[config.mk]
export PLATFORM = sky130hd
export DESIGN_NAME = uart_tx_fifo
export DESIGN_NICKNAME = d
export VERILOG_FILES = /design/src/rtl/uart_tx_fifo.sv
export SDC_FILE = /design/constraint.sdc
export NUM_CORES = 1
export LEC_CHECK = 0
export ABC_CLOCK_PERIOD_IN_PS = 3470
export CORE_ASPECT_RATIO = 1.2
export CORE_UTILIZATION = 40
export CTS_CLUSTER_SIZE = 24
export DETAILED_ROUTE_END_ITERATION = 8
export PLACE_DENSITY = 0.53
export SLEW_MARGIN = 10
export SYNTH_ARGS = -nofsm -noshare
export SYNTH_HDL_FRONTEND = slang
export SYNTH_SLANG_ARGS = --single-unit
[constraint.sdc]
create_clock -name clk -period 3.47 [get_ports clk]
set_input_delay 0.8675 -clock clk [delete_from_list [all_inputs] [get_ports clk]]
set_output_delay 0.8675 -clock clk [all_outputs]
set_load 0.005 [all_outputs]
[src/rtl/uart_tx_fifo.sv]
// uart_tx_fifo: FIFO-buffered UART transmitter with configurable baud divisor, data width, parity, stop bits.
// Latency: a byte accepted at edge N into an idle, empty block drives the start bit from edge N+1.
// Backpressure: in_ready drops when the FIFO is full; writes while full are dropped and set sticky overflow.
// Optional feature: define UART_TX_CRLF_EN to send 8'h0D ahead of every 8'h0A, back-to-back.
module uart_tx_fifo #(
    parameter int CLK_DIV   = 1,
    parameter int DATA_BITS = 8,
    parameter int PARITY    = 0,
    parameter int STOP_BITS = 1,
    parameter int FIFO_AW   = 4
) (
    input  logic             clk,
    input  logic             rst_n,
    input  logic [7:0]       in_data,
    input  logic             in_valid,
    output logic             in_ready,
    output logic             uart_tx_pin,
    output logic             busy,
    output logic [FIFO_AW:0] fifo_level,
    output logic             overflow,
    input  logic             overflow_clr
);
    localparam int               DEPTH     = 2 ** FIFO_AW;
    localparam logic [FIFO_AW:0] LVL_FULL  = (FIFO_AW + 1)'(DEPTH);
    localparam logic [15:0]      BAUD_LAST = 16'(CLK_DIV - 1);
    localparam logic [2:0]       BIT_LAST  = 3'(DATA_BITS - 1);
    localparam logic             STOP_LAST = 1'(STOP_BITS - 1);
    localparam logic [7:0]       DATA_MASK = 8'((1 << DATA_BITS) - 1);

    typedef enum logic [2:0] {
        S_IDLE,
        S_START,
        S_DATA,
        S_PARITY,
        S_STOP
    } state_t;

    logic [7:0]         mem [DEPTH];
    logic [FIFO_AW-1:0] wr_ptr;
    logic [FIFO_AW-1:0] rd_ptr;
    state_t             state;
    logic [7:0]         shreg;
    logic               par_bit;
    logic [2:0]         bit_cnt;
    logic [15:0]        baud_cnt;
    logic               stop_cnt;

    logic               push;
    logic               pop;
    logic               load;
    logic               fifo_empty;
    logic               baud_done;
    logic               frame_end;
    logic [7:0]         head;
    logic [7:0]         next_byte;
    logic               next_par;

    // Full/empty come from the registered level only, so a same-cycle pop never frees a slot early.
    assign fifo_empty = (fifo_level == '0);
    assign in_ready   = (fifo_level != LVL_FULL);
    assign push       = in_valid && in_ready;
    assign head       = mem[rd_ptr] & DATA_MASK;
    assign baud_done  = (baud_cnt == BAUD_LAST);
    assign frame_end  = (state == S_STOP) && baud_done && (stop_cnt == STOP_LAST);
    assign busy       = (state != S_IDLE) || !fifo_empty;
    // Odd parity makes data+parity ones odd, even makes it even; unused when PARITY is 0.
    assign next_par   = (PARITY == 1) ? ~(^next_byte) : (^next_byte);

`ifdef UART_TX_CRLF_EN
    logic pend_vld;

    // A new frame starts from idle or straight out of the last stop bit; a pending LF wins over the FIFO.
    assign load      = ((state == S_IDLE) || frame_end) && (!fifo_empty || pend_vld);
    assign pop       = load && !pend_vld;
    assign next_byte = pend_vld ? 8'h0A : ((head == 8'h0A) ? 8'h0D : head);

    // Hold the popped LF while its inserted CR goes out.
    always_ff @(posedge clk or negedge rst_n) begin
        if (!rst_n) begin
            pend_vld <= 1'b0;
        end else if (load) begin
            pend_vld <= !pend_vld && (head == 8'h0A);
        end
    end
`else
    assign load      = ((state == S_IDLE) || frame_end) && !fifo_empty;
    assign pop       = load;
    assign next_byte = head;
`endif

    // Storage array: no reset needed, validity is tracked by the level.
    always_ff @(posedge clk) begin
        if (push) begin
            mem[wr_ptr] <= in_data;
        end
    end

    // Pointers wrap naturally at 2**FIFO_AW; level tracks push/pop, unchanged when both happen.
    always_ff @(posedge clk or negedge rst_n) begin
        if (!rst_n) begin
            wr_ptr     <= '0;
            rd_ptr     <= '0;
            fifo_level <= '0;
        end else begin
            if (push) begin
                wr_ptr <= wr_ptr + 1'b1;
            end
            if (pop) begin
                rd_ptr <= rd_ptr + 1'b1;
            end
            case ({push, pop})
                2'b10:   fifo_level <= fifo_level + 1'b1;
                2'b01:   fifo_level <= fifo_level - 1'b1;
                default: fifo_level <= fifo_level;
            endcase
        end
    end

    // Sticky overflow; a drop in the same cycle as a clear keeps the flag set.
    always_ff @(posedge clk or negedge rst_n) begin
        if (!rst_n) begin
            overflow <= 1'b0;
        end else if (in_valid && !in_ready) begin
            overflow <= 1'b1;
        end else if (overflow_clr) begin
            overflow <= 1'b0;
        end
    end

    // Frame sequencer: the baud counter restarts on every bit boundary; the line output is registered.
    always_ff @(posedge clk or negedge rst_n) begin
        if (!rst_n) begin
            state       <= S_IDLE;
            shreg       <= '0;
            par_bit     <= 1'b0;
            bit_cnt     <= '0;
            baud_cnt    <= '0;
            stop_cnt    <= 1'b0;
            uart_tx_pin <= 1'b1;
        end else if (load) begin
            state       <= S_START;
            shreg       <= next_byte;
            par_bit     <= next_par;
            baud_cnt    <= '0;
            uart_tx_pin <= 1'b0;
        end else if (state == S_IDLE) begin
            baud_cnt    <= '0;
            uart_tx_pin <= 1'b1;
        end else if (!baud_done) begin
            baud_cnt <= baud_cnt + 16'd1;
        end else begin
            baud_cnt <= '0;
            case (state)
                S_START: begin
                    state       <= S_DATA;
                    bit_cnt     <= '0;
                    uart_tx_pin <= shreg[0];
                end
                S_DATA: begin
                    if (bit_cnt != BIT_LAST) begin
                        bit_cnt     <= bit_cnt + 3'd1;
                        shreg       <= {1'b0, shreg[7:1]};
                        uart_tx_pin <= shreg[1];
                    end else if (PARITY != 0) begin
                        state       <= S_PARITY;
                        uart_tx_pin <= par_bit;
                    end else begin
                        state       <= S_STOP;
                        stop_cnt    <= 1'b0;
                        uart_tx_pin <= 1'b1;
                    end
                end
                S_PARITY: begin
                    state       <= S_STOP;
                    stop_cnt    <= 1'b0;
                    uart_tx_pin <= 1'b1;
                end
                S_STOP: begin
                    if (stop_cnt == STOP_LAST) begin
                        state       <= S_IDLE;
                        uart_tx_pin <= 1'b1;
                    end else begin
                        stop_cnt <= stop_cnt + 1'b1;
                    end
                end
                default: begin
                    state       <= S_IDLE;
                    uart_tx_pin <= 1'b1;
                end
            endcase
        end
    end

endmodule
==> results.ini <==
[power]
p_leak_nw=3.02
internal-power_w=0.00465
combPwrFrac_pct=28.0
seq_power_share_pct=43.9
p_sw_w=0.00201
p_clk_share_pct=28.1
ir_drop_mv=0.402
swShare_pct=30.2
p_per_area_nw_per_um2=792

[route]
vias=3875
firstDrtPassIters=6
drt_iter0_drc=234
routedWlPerCell_microns=19.9
vias_per_cell=5.37
wl_mm=14.3
antenna_left=0
drc_errors=6

[setup_path]
cp-start-kind=flop
path_delay_family=simple AND/OR/NAND/NOR gates
cp_slowest_cell=a211o_2
worst-path-buf-inv=2
crit_path_max_incr_delay_ns=0.45
path_cells=inv_1 -> ha_1 -> nor4b_1 -> nand4_1 -> a211o_2 -> inv_2 -> ha_2 -> xor2_1 -> ha_1 -> nor2b_1 -> o21ai_0 -> a31oi_1 -> nor2_1 -> xor2_1
cp_max_fo=11
cp.arrival_ns=3.43
crit_type=reg2reg
cp.required_ns=3.77
cp-end-kind=flop

[timing]
fin_crit_ns=3.13
maxSlewViolCount=0
fin_skew_ns=0.00783
period_share_pct=90.3
slew_headroom_pct=33.2
fmax_mhz=319
fin_setup_tns_ns=0
rsz0062_at_grt=false
setup_viol=0
hold_violations=0
worst_pin_slew_ns=1.00

[finish]
fin_area_sq_um=8400
drive_above_1_share_pct=17.9
fill_cells=1507
multi_input_area_sq_um=2160
layout.nets=518
final_cell_mix=edfxtp_1, dfrtp_1, nor2_1
diodes=0
utilization_pct=47.5
syn_to_final_growth_pct=15.3
final_common_cell=edfxtp_1
regArea_sq_um=4970

[global_route]
grt_pass1_vias=3986
overflow=0
antenna_found_initial=0
grtUsageTotal_pct=16.7
grt_first_pass_wirelength_mm=22.5
grt_max_degree=46

[yosys]
syn_area_per_cell_sq_um=16.2
ys.warnings.count=0
syn-cell-area_sq_um=7290
ys_seq_elements=173
netlist_instances=449
synth_edf_count=128
syn-num-nets=474
synthArstFlopShare_pct=26.0
synthDistinctLibCells=48
synth_seq_area_share_pct=68.2
synth_ff_type=edfxtp_1

[place]
dpl_cell_area_sq_um=7830
gp_congestion=0.792
port_buffers=20
dp_hpwl_mm=9.24

[clocking]
cts_sinks=173
htreeDepth=4
numCtsBuffers=17
worst_skew_pair.late_latency_ns=0.42
clockBufferDepth=2
clockRootBuffer=clkbuf_16
cts_tree=built
clkTransAtPathRegs_ns=0.06
cts-resized-gates=0
cts_hold_buf=0
post_cts_buffers=0

[flow_run]
cap_violations=0

[floorplanning]
coreArea_sq_um=17700
fp.dieArea_sq_um=18800
initial_utilization_pct=41.1
rows=53
chipWidth_microns=125
die_h_microns=150
ios=21

[status]
failed_checks=DRC
status=finished with violations

[worst_hold_path]
min_path_type=reg2reg

[final timing paths]
kind                       slack, ns        start  depth (start not counted)            end
min in group asynchronous       0.62        rst_n                          1  fifo_level[3]
max in group asynchronous       2.17        rst_n                          1      rd_ptr[0]
setup / recovery                0.34  baud_cnt[0]                         14  fifo_level[4]
hold reg to reg                 0.48  baud_cnt[0]                          1    baud_cnt[0]
setup reg to reg                0.34  baud_cnt[0]                         14  fifo_level[4]
hold / removal                  0.48  baud_cnt[0]                          1    baud_cnt[0]
[flip-flops by register name, indices dropped and copies added (netlist names)]
name         count
state            3
bit_cnt          3
mem            128
wr_ptr           4
uart_tx_pin      1
fifo_level       5
rd_ptr           4
overflow         1
baud_cnt        16
shreg            8
[worst register-to-register path, delay by kind of cell, from the launching register on]
family                     cells  cell delay [ns]
xor gates and xnor gates       2             0.30
and+or+nand+nor                4             0.74
adders and majority gates      3             0.63
buffers and inverters          2             0.23
DFF                            1             0.40
AOI/OAI and AO/OA              3             0.71
[cell families after synthesis]
family,Yosys count,share of synthesized area (%)
fa+ha+maj,13,2.23
buf+inv,34,2.27
compound gates,40,3.74
flops,173,68.2
mux,47,12.9
xor+xnor,25,3.01
simple gates,117,7.63
[metal layers]
layer | wire, microns | GRT usage (%) | share of wire [%]
met4 | 211 | 6.22 | 1.5
met1 | 6190 | 20.5 | 43
met2 | 7510 | 28.9 | 52
met5 | 0 | 0 | 0
met3 | 422 | 3.50 | 2.9
[cell type report]
cell class | count | share of cell area [%]
clock inverter | 11 | 1.73
clock buffer | 17 | 5.06
multi-input combinational | 242 | 25.7
inverter | 16 | 0.715
tap | 220 | 3.28
sequential | 173 | 59.2
timing repair buffer | 43 | 4.38
[synthesized netlist by cell type, types with 9 or more instances]
master | count | area share [%]
edfxtp_1 | 128 | 53
xor2_1 | 12 | 1.4
ha_1 | 13 | 2.2
mux4_2 | 28 | 8.7
nor2_1 | 36 | 1.9
o21ai_0 | 11 | 0.76
dfrtp_1 | 44 | 15
nor3_1 | 11 | 0.76
nand2_1 | 28 | 1.4
inv_1 | 14 | 0.72
clkbuf_1 | 9 | 0.46
a21oi_1 | 9 | 0.62
xnor2_1 | 13 | 1.6
[per-stage QoR]
step | hold WS, ns | cells | total power, W | worst slack (ns)
2_1_floorplan | 0.447 | 449 | 0.00426 | 0.393
3_3_place_gp | 0.461 | 694 | 0.00483 | 0.338
3_5_place_dp | 0.478 | 694 | 0.00486 | 0.267
4_1_cts | 0.490 | 722 | 0.00675 | 0.237
5_1_grt | 0.525 | 722 | 0.00702 | 0.0688
6_report | 0.485 | 722 | 0.00666 | 0.336
[power by group through the flow]
stage,clock (W),combinational (W),sequential [W]
after floorplan,0,0.00156,0.00270
after global placement,0,0.00187,0.00296
after detailed placement,0,0.00189,0.00297
after CTS,0.00192,0.00190,0.00293
after global routing,0.00200,0.00205,0.00297
final,0.00187,0.00186,0.00292
Power figures use the tool's default switching activity.
